File: config.mk
export PLATFORM = sky130hd
export DESIGN_NAME = scenario_loader_flat
export DESIGN_NICKNAME = d
export VERILOG_FILES = /design/src/rtl/scenario_loader_if.sv /design/src/rtl/scenario_loader.sv /design/src/flat_wrapper.sv
export SDC_FILE = /design/constraint.sdc
export NUM_CORES = 1
export LEC_CHECK = 0
export CAP_MARGIN = 20
export CORE_MARGIN = 2
export CORE_UTILIZATION = 45
export CTS_BUF_LIST = sky130_fd_sc_hd__clkbuf_4 sky130_fd_sc_hd__clkbuf_8
export DETAILED_ROUTE_END_ITERATION = 7
export PLACE_DENSITY_LB_ADDON = 0.15
export SETUP_SLACK_MARGIN = 0.05
export SYNTH_ARGS = -nofsm -noshare
export SYNTH_HDL_FRONTEND = slang
export SYNTH_SLANG_ARGS = --single-unit
File: constraint.sdc
create_clock -name clock -period 5 [get_ports clock]
set_input_delay 1 -clock clock [delete_from_list [all_inputs] [get_ports clock]]
set_output_delay 1 -clock clock [all_outputs]
set_load 0.02 [all_outputs]
File: src/rtl/scenario_loader_if.sv
// Request beat channel into the scenario loader: a valid/ready handshake carrying
// a floor index, a passenger word and a commit flag.
interface scenario_loader_if;
   logic       req_valid;
   logic       req_ready;
   logic [2:0] req_floor;
   logic [5:0] req_value;
   logic       req_last;

   modport master (
      output req_valid, req_floor, req_value, req_last,
      input  req_ready
   );

   modport slave (
      input  req_valid, req_floor, req_value, req_last,
      output req_ready
   );
endinterface

File: src/rtl/scenario_loader.sv
// Loads a passenger scenario into the elevator core, pulses its start, then watches the
// returned state for completion or timeout. Optional SCENARIO_LOADER_CLEAR_ON_DONE_EN
// wipes the passenger words on entry to DRAIN.
//
// state | meaning
// IDLE  | accepting request beats, req_ready high
// START | elev_reset_start held high for START_CYCLES cycles
// RUN   | scenario running, elapsed counting, completion/timeout watched
// DRAIN | one-cycle settle (done visible here on completion), then IDLE
module scenario_loader #(
   parameter int TIMEOUT_CYCLES = 200,
   parameter int START_CYCLES   = 2
) (
   input  logic               clock,
   input  logic               reset_start,
   scenario_loader_if.slave   req_bus,
   input  logic [2:0]         cfg_init_1,
   input  logic [2:0]         cfg_init_2,
   output logic [5:0]         passenger_1,
   output logic [5:0]         passenger_2,
   output logic [5:0]         passenger_3,
   output logic [5:0]         passenger_4,
   output logic [5:0]         passenger_5,
   output logic [5:0]         passenger_6,
   output logic [5:0]         passenger_7,
   output logic [2:0]         init_elevator_1,
   output logic [2:0]         init_elevator_2,
   output logic               elev_reset_start,
   input  logic [5:0]         remaining_1,
   input  logic [5:0]         remaining_2,
   input  logic [5:0]         remaining_3,
   input  logic [5:0]         remaining_4,
   input  logic [5:0]         remaining_5,
   input  logic [5:0]         remaining_6,
   input  logic [5:0]         remaining_7,
   input  logic [5:0]         boarding_1,
   input  logic [5:0]         boarding_2,
   output logic               busy,
   output logic               done,
   output logic               timeout,
   output logic [7:0]         elapsed
);

   typedef enum logic [1:0] {IDLE, START, RUN, DRAIN} state_t;

   state_t     state, state_next;
   logic [5:0] passenger [1:7];
   logic [2:0] start_cnt;
   logic [7:0] elapsed_inc;
   logic       transfer, commit, all_zero, run_done, run_timeout, done_next;

   assign transfer    = req_bus.req_valid && (state == IDLE);
   assign commit      = transfer && req_bus.req_last;
   assign all_zero    = ~|{remaining_1, remaining_2, remaining_3, remaining_4, remaining_5,
                           remaining_6, remaining_7, boarding_1, boarding_2};
   assign elapsed_inc = (elapsed == 8'hFF) ? elapsed : elapsed + 8'd1;
   // elapsed is still 0 on the first RUN cycle, which masks the stale all-zero state
   assign run_done    = (state == RUN) && (elapsed != 8'd0) && all_zero;
   assign run_timeout = (state == RUN) && (elapsed_inc == 8'(TIMEOUT_CYCLES));

   always_comb begin
      state_next = state;
      done_next  = 1'b0;
      case (state)
         IDLE:  if (commit) state_next = START;
         START: if (start_cnt == 3'd0) state_next = RUN;
         RUN: begin
            if (run_done) begin
               state_next = DRAIN;
               done_next  = 1'b1;
            end else if (run_timeout) begin
               state_next = DRAIN;
            end
         end
         DRAIN: state_next = IDLE;
         default: state_next = IDLE;
      endcase
   end

   always_ff @(posedge clock) begin
      if (reset_start) begin
         state           <= IDLE;
         passenger       <= '{default: 6'd0};
         init_elevator_1 <= 3'd0;
         init_elevator_2 <= 3'd0;
         start_cnt       <= 3'd0;
         elapsed         <= 8'd0;
         done            <= 1'b0;
         timeout         <= 1'b0;
      end else begin
         state <= state_next;
         done  <= done_next;
         for (int i = 1; i <= 7; i++) begin
            if (transfer && (req_bus.req_floor == 3'(i))) passenger[i] <= req_bus.req_value;
         end
         if (commit) begin
            init_elevator_1 <= cfg_init_1;
            init_elevator_2 <= cfg_init_2;
            timeout         <= 1'b0;
            elapsed         <= 8'd0;
            start_cnt       <= 3'(START_CYCLES - 1);
         end
         if ((state == START) && (start_cnt != 3'd0)) start_cnt <= start_cnt - 3'd1;
         if (state == RUN) elapsed <= elapsed_inc;
         if (run_timeout && !run_done) timeout <= 1'b1;
`ifdef SCENARIO_LOADER_CLEAR_ON_DONE_EN
         if ((state == RUN) && (state_next == DRAIN)) passenger <= '{default: 6'd0};
`else
`endif
      end
   end

   assign req_bus.req_ready = (state == IDLE);
   assign busy              = (state != IDLE);
   assign elev_reset_start  = (state == START);

   assign passenger_1 = passenger[1];
   assign passenger_2 = passenger[2];
   assign passenger_3 = passenger[3];
   assign passenger_4 = passenger[4];
   assign passenger_5 = passenger[5];
   assign passenger_6 = passenger[6];
   assign passenger_7 = passenger[7];

endmodule

File: src/flat_wrapper.sv
// flat-port wrapper written by rule: the top's interface ports become plain ports
module scenario_loader_flat 
#(
   parameter int TIMEOUT_CYCLES = 200,
   parameter int START_CYCLES   = 2
)
  (clock, reset_start, cfg_init_1, cfg_init_2, passenger_1, passenger_2, passenger_3, passenger_4, passenger_5, passenger_6, passenger_7, init_elevator_1, init_elevator_2, elev_reset_start, remaining_1, remaining_2, remaining_3, remaining_4, remaining_5, remaining_6, remaining_7, boarding_1, boarding_2, busy, done, timeout, elapsed, req_bus_req_valid, req_bus_req_floor, req_bus_req_value, req_bus_req_last, req_bus_req_ready);
  scenario_loader_if req_bus_i ();
  input  logic clock;
  input  logic reset_start;
  input  logic [2:0] cfg_init_1;
  input  logic [2:0] cfg_init_2;
  output logic [5:0] passenger_1;
  output logic [5:0] passenger_2;
  output logic [5:0] passenger_3;
  output logic [5:0] passenger_4;
  output logic [5:0] passenger_5;
  output logic [5:0] passenger_6;
  output logic [5:0] passenger_7;
  output logic [2:0] init_elevator_1;
  output logic [2:0] init_elevator_2;
  output logic elev_reset_start;
  input  logic [5:0] remaining_1;
  input  logic [5:0] remaining_2;
  input  logic [5:0] remaining_3;
  input  logic [5:0] remaining_4;
  input  logic [5:0] remaining_5;
  input  logic [5:0] remaining_6;
  input  logic [5:0] remaining_7;
  input  logic [5:0] boarding_1;
  input  logic [5:0] boarding_2;
  output logic busy;
  output logic done;
  output logic timeout;
  output logic [7:0] elapsed;
  input wire logic [$bits(req_bus_i.req_valid)-1:0] req_bus_req_valid;
  input wire logic [$bits(req_bus_i.req_floor)-1:0] req_bus_req_floor;
  input wire logic [$bits(req_bus_i.req_value)-1:0] req_bus_req_value;
  input wire logic [$bits(req_bus_i.req_last)-1:0] req_bus_req_last;
  output wire logic [$bits(req_bus_i.req_ready)-1:0] req_bus_req_ready;
  assign req_bus_i.req_valid = req_bus_req_valid;
  assign req_bus_i.req_floor = req_bus_req_floor;
  assign req_bus_i.req_value = req_bus_req_value;
  assign req_bus_i.req_last = req_bus_req_last;
  assign req_bus_req_ready = req_bus_i.req_ready;
  scenario_loader #(.TIMEOUT_CYCLES(TIMEOUT_CYCLES), .START_CYCLES(START_CYCLES)) u_core (.clock(clock), .reset_start(reset_start), .req_bus(req_bus_i), .cfg_init_1(cfg_init_1), .cfg_init_2(cfg_init_2), .passenger_1(passenger_1), .passenger_2(passenger_2), .passenger_3(passenger_3), .passenger_4(passenger_4), .passenger_5(passenger_5), .passenger_6(passenger_6), .passenger_7(passenger_7), .init_elevator_1(init_elevator_1), .init_elevator_2(init_elevator_2), .elev_reset_start(elev_reset_start), .remaining_1(remaining_1), .remaining_2(remaining_2), .remaining_3(remaining_3), .remaining_4(remaining_4), .remaining_5(remaining_5), .remaining_6(remaining_6), .remaining_7(remaining_7), .boarding_1(boarding_1), .boarding_2(boarding_2), .busy(busy), .done(done), .timeout(timeout), .elapsed(elapsed));
endmodule
==> results of run 1 <==
[layout make-up]
type,instances,area (µm²)
fillers,451,1610
multi-input cells,219,1400
repair buffers,133,1330
flip-flops and latches,63,1260
clock buffers,10,131
well taps,75,93.8
clock inverters,6,61.3
inverters,9,33.8
[flip-flops by register name, indices dropped and copies added, names as in the netlist]
signal and count:
u_core.timeout 1, u_core.passenger_2 6, u_core.start_cnt 3, u_core.passenger_1 6, u_core.done 1, u_core.passenger_7 6
u_core.passenger_3 6, u_core.elapsed 8, u_core.init_elevator_1 3, u_core.state 2, u_core.passenger_5 6, u_core.passenger_6 6
u_core.passenger_4 6, u_core.init_elevator_2 3
[per-layer routing]
layer | track usage | vias up | wire, µm
met5 | 0 | - | 0
met1 | 0.244 | 1241 | 3050
met3 | 0.0870 | 9 | 835
met4 | 0.0850 | 0 | 101
li1 | - | 1334 | -
met2 | 0.390 | 111 | 3700
[logic make-up (layout without fill, tap and decap cells)]
kind of cell / count (synthesis) / count (layout) / synth area share
flops: 63 / 63 / 0.458
fa+ha+maj: 7 / 7 / 0.0318
mux: 45 / 45 / 0.164
buf+inv: 23 / 158 / 0.0327
compound gates: 34 / 34 / 0.0786
simple gates: 133 / 133 / 0.235
[final timing paths]
kind,end,slack [ns],cells after the start,from
min,u_core.init_elevator_1[0],0.45,2,u_core.init_elevator_1[0]
max,busy,2.25,4,u_core.state[0]
min reg2reg,u_core.init_elevator_1[0],0.45,2,u_core.init_elevator_1[0]
max reg2reg,u_core.state[1],2.54,8,u_core.state[0]
[cells in the mapped netlist (all sizes together) (3+ instances only)]
| cell | count |
|---|---|
| nor4 | 14 |
| nor2 | 55 |
| nor2b | 3 |
| ha | 7 |
| dfxtp | 63 |
| nand3 | 7 |
| nand2 | 25 |
| clkbuf | 12 |
| nand2b | 7 |
| nand4 | 7 |
| mux2i | 45 |
| a21oi | 15 |
| or3 | 3 |
| inv | 9 |
| o21ai | 4 |
| o211ai | 5 |
| nor3 | 8 |
[worst max-delay path: stages (launching register included)]
cell and delay [ns]:
dfxtp_1 0.36, inv_1 0.08, ha_1 0.31, inv_1 0.08, clkdlybuf4s50_1 0.60
[power by group]
part           internal, mW  switching [mW]
clock network         0.234           0.193
registers             0.534          0.0211
logic                 0.176           0.190
==> flow_metrics.py, run 1 <==
metrics = {
    "run_status": {
        "outcome": "finished clean",
    },
    "synth": {
        "synth_top_cell_area_share": 0.458,
        "ys.flop_type": "dfxtp_1",
        "postSynthCellCount": 305,
        "synth_warnings": 0,
        "synth_edf_count": 0,
        "synth_area_leaders": "dfxtp_1, mux2i_1, nor2_1",
        "synth.net_count": 385,
        "synth-seq-cells": 63,
        "syn_area_per_cell_um2": 9.03,
        "synth_area_um2": 2750,
        "yosysTopAreaCell": "dfxtp_1",
        "yosysSeqAreaShare": 0.458,
        "synth.distinct_cells": 35,
        "async_reset_ff_frac": 0,
    },
    "clock_tree": {
        "clock_latency_ns": 0.34,
        "cts_max_level": 3,
        "post_cts_resize_count": 0,
        "cts-root-buf": "clkbuf_8",
        "cts_buffers": 9,
        "clkTransAtPathRegs_ns": 0.07,
        "hold_buffers": 0,
        "postCtsSetupBuffers": 0,
        "cts_tree": "built",
        "cts.sinks": 63,
        "cts_buffer_depth": 2,
    },
    "route": {
        "wire_per_inst_um": 14.9,
        "vias": 2695,
        "first_pass_iters": 4,
        "wl_um": 7690,
        "routed_via_density": 5.23,
        "drtIter0Drc": 200,
        "antenna_left": 0,
        "drc": 0,
    },
    "cells_and_area": {
        "layout_common_cells": "clkdlybuf4s50_1, dfxtp_1, nor2_1",
        "nets": 515,
        "drive_gt1_frac": 0.0545,
        "finalInstanceArea_um2": 4310,
        "areaGrowthSynthToFinish_pct": 56.5,
        "antenna_cells": 0,
        "layout_commonest_cell": "clkdlybuf4s50_1",
        "stdcell_count": 515,
        "utilization": 0.728,
    },
    "floorplan": {
        "coreArea_um2": 5920,
        "ios": 134,
        "rows": 28,
        "initial_core_util": 0.465,
        "die_w_um": 82.2,
        "die_h_um": 82.2,
        "die-area_um2": 6760,
    },
    "job": {
        "maxCapViolations": 0,
    },
    "timing": {
        "fin_crit_sh": 0.550,
        "min_period_ns": 2.75,
        "tns_ns": 0,
        "rsz0062_at_grt": "false",
        "skew_ns": 0.0132,
        "hold_viol_final": 0,
        "fin_ws_ns": 2.25,
        "slew_viol_final": 0,
        "whs_ns": 0.454,
        "max_slew_margin": 0.268,
        "setup_violations": 0,
        "tightest_slew_ns": 1.10,
        "clock.fmax_ghz": 0.364,
    },
    "placement": {
        "place_inst": 499,
        "gp_congestion": 0.789,
        "io_buffers": 133,
        "place_ws_ns": 1.91,
        "place_hpwl_um": 5650,
        "dpl_cell_area_um2": 4120,
    },
    "grt": {
        "grt_pass1_vias": 2555,
        "grt_max_degree": 62,
        "antenna_found_initial": 0,
        "grt_pass1_wl_um": 11400,
        "grt.overflow.total": 0,
        "grtUsageTotal": 0.224,
    },
    "setup_path": {
        "cp.arrival_ns": 1.75,
        "start_kind": "flip-flop",
        "crit_path_end_kind": "output pin",
        "path_class": "reg2out",
        "required_ns": 4.00,
        "path_max_fanout": 8,
    },
    "min_path": {
        "worst_hold_path_type": "reg2reg",
    },
    "pwr": {
        "power_mw": 1.35,
        "p_leak_nw": 1.54,
        "ir_worst_vdd_mv": 0.252,
        "cellPowerDensity_nw_per_um2": 313,
    },
}
Power figures use the tool's default switching activity.
==> inputs of run 2 (changes only) <==
CORE_UTILIZATION = 42   (was 45)
clock period = 2.6 ns   (was 5 ns; I/O delays follow)
==> run 2 against run 1 <==
Compared with the run above:
- first-iteration DRC count down 49%
- cell count rose by 2.3%
- sequential share of layout area decreased by 0.60 points
- global-route usage decreased by 0.56 points
- final area up 2.1%
- clock-buffer cell count increased by 3
- clock power grew 100%
- hold slack got worse by 0.0011 ns
- sequential power grew 91%
- routed wire length grew 2.1%
- clock skew down 0.0070 ns
- critical path type is now in2reg
- largest cell class unchanged
- largest power group unchanged
==> flow_metrics.py, run 2 (synthesis gave the netlist of run 1 again) <==
metrics = {
    "cells_and_area": {
        "nets": 525,
        "largest_reg_flops": 8,
        "utilization": 0.693,
        "areaGrowthSynthToFinish_pct": 59.8,
        "layout_commonest_cell": "clkdlybuf4s50_1",
        "fillers": 518,
        "largest-register": "u_core.elapsed",
        "antenna_cells": 0,
        "finalInstanceArea_um2": 4400,
        "layout_common_cells": "clkdlybuf4s50_1, dfxtp_1, nor2_1",
        "drive_gt1_frac": 0.0778,
    },
    "floorplan": {
        "initial_core_util": 0.433,
        "ios": 134,
        "die-area_um2": 7220,
        "die_w_um": 85.0,
        "rows": 29,
        "die_h_um": 85.0,
        "coreArea_um2": 6350,
    },
    "pwr": {
        "cellPowerDensity_nw_per_um2": 607,
        "power_mw": 2.67,
        "ir_worst_vdd_mv": 0.627,
        "p_leak_nw": 1.59,
    },
    "clock_tree": {
        "cts.sinks": 63,
        "clkTransAtPathRegs_ns": 0.07,
        "cts-root-buf": "clkbuf_8",
        "cts_buffer_depth": 2,
        "cts_max_level": 3,
        "postCtsSetupBuffers": 0,
        "cts_tree": "built",
        "clock_latency_ns": 0.33,
        "cts_buffers": 9,
    },
    "placement": {
        "gp_congestion": 0.838,
        "io_buffers": 133,
        "place_hpwl_um": 5900,
        "dpl_cell_area_um2": 4190,
    },
    "run_status": {
        "outcome": "finished clean",
    },
    "grt": {
        "grt.overflow.total": 0,
        "antenna_found_initial": 0,
        "grtUsageTotal": 0.218,
        "grt_max_degree": 43,
        "grt_pass1_wl_um": 12600,
        "grt_pass1_vias": 2666,
    },
    "setup_path": {
        "start_kind": "input pin",
        "required_ns": 2.86,
        "r2r_setup_slack_ns": 0.26,
        "path_class": "in2reg",
        "reg2reg_depth": 7,
        "crit_path_end_kind": "flip-flop",
        "cp.arrival_ns": 2.62,
        "startpoint": "remaining_3[5]",
        "worstReg2RegStart": "u_core.elapsed[1]",
        "path_max_fanout": 2,
        "reg2reg_to": "u_core.state[1]",
        "worstSetupEndpoint": "u_core.state[1]",
    },
    "job": {
        "maxCapViolations": 0,
    },
    "min_path": {
        "worst_hold_path_type": "reg2reg",
    },
    "timing": {
        "setup_violations": 0,
        "slew_viol_final": 0,
        "min_period_ns": 2.36,
        "rsz0062_at_grt": "false",
        "hold_viol_final": 0,
        "max_slew_margin": 0.710,
        "skew_ns": 0.00627,
        "tightest_slew_ns": 0.434,
        "clock.fmax_ghz": 0.424,
        "fin_crit_sh": 0.907,
    },
    "route": {
        "routed_via_density": 5.16,
        "wire_per_inst_um": 14.9,
        "antenna_left": 0,
        "drc": 0,
        "drtIter0Drc": 103,
        "wl_um": 7850,
        "first_pass_iters": 4,
        "vias": 2721,
    },
}
run 2: per-stage QoR:
| stage | hold WS, ns | instances | setup WS, ns | TNS, ns |
|---|---|---|---|---|
| floorplan | 0.465 | 305 | 0.407 | 0 |
| global placement | 0.443 | 511 | 0.0409 | 0 |
| detailed placement | 0.445 | 511 | -0.0929 | -0.0929 |
| CTS | 0.455 | 527 | 0.193 | 0 |
| global route | 0.483 | 527 | 0.0558 | 0 |
| finish | 0.453 | 527 | 0.242 | 0 |
run 2: final cells by class:
class	count	area [µm²]	area share
Sequential cell	63	1260	0.287
Timing Repair Buffer	143	1400	0.319
Tap cell	77	96.3	0.0219
Multi-Input combinational cell	219	1400	0.319
Clock inverter	3	42.5	0.00967
Inverter	9	33.8	0.00768
Clock buffer	13	160	0.0364
run 2: power by group:
group	switching (mW)	internal (mW)
sequential	0.0372	1.03
clock	0.367	0.500
combinational	0.380	0.358
total	0.784	1.89
run 2: worst max-delay path, cell delays in order:
cell,delay [ns]
clkdlybuf4s50_1,0.40
nor4_1,0.29
o211ai_1,0.16
nor4_1,0.41
nor2b_1,0.12
a222oi_1,0.48
mux2i_1,0.24
run 2: how the worst min path moves through the flow:
| stage | start | to | cells past startpoint |
|---|---|---|---|
| 2_1_floorplan | u_core.state[1] | u_core.state[1] | 2 |
| 3_3_place_gp | u_core.init_elevator_2[1] | u_core.init_elevator_2[1] | 2 |
| 3_5_place_dp | u_core.timeout | u_core.timeout | 2 |
| 4_1_cts | u_core.timeout | u_core.timeout | 2 |
| 5_1_grt | u_core.init_elevator_2[1] | u_core.init_elevator_2[1] | 2 |
| 6_report | u_core.timeout | u_core.timeout | 2 |
run 2: timing repair:
item,4_1_cts,5_1_grt
resized for setup,0,1
hold buffers,0,0
endpoints found under the hold margin,0,0
endpoints found under the setup margin,0,1
run 2: layer usage:
layer / GRT usage / part of all wire / vias to the layer above
li1: - / - / 1355
met1: 0.250 / 0.41 / 1239
met2: 0.377 / 0.48 / 118
met3: 0.0730 / 0.094 / 9
met4: 0.0808 / 0.013 / 0
met5: 0 / 0 / -
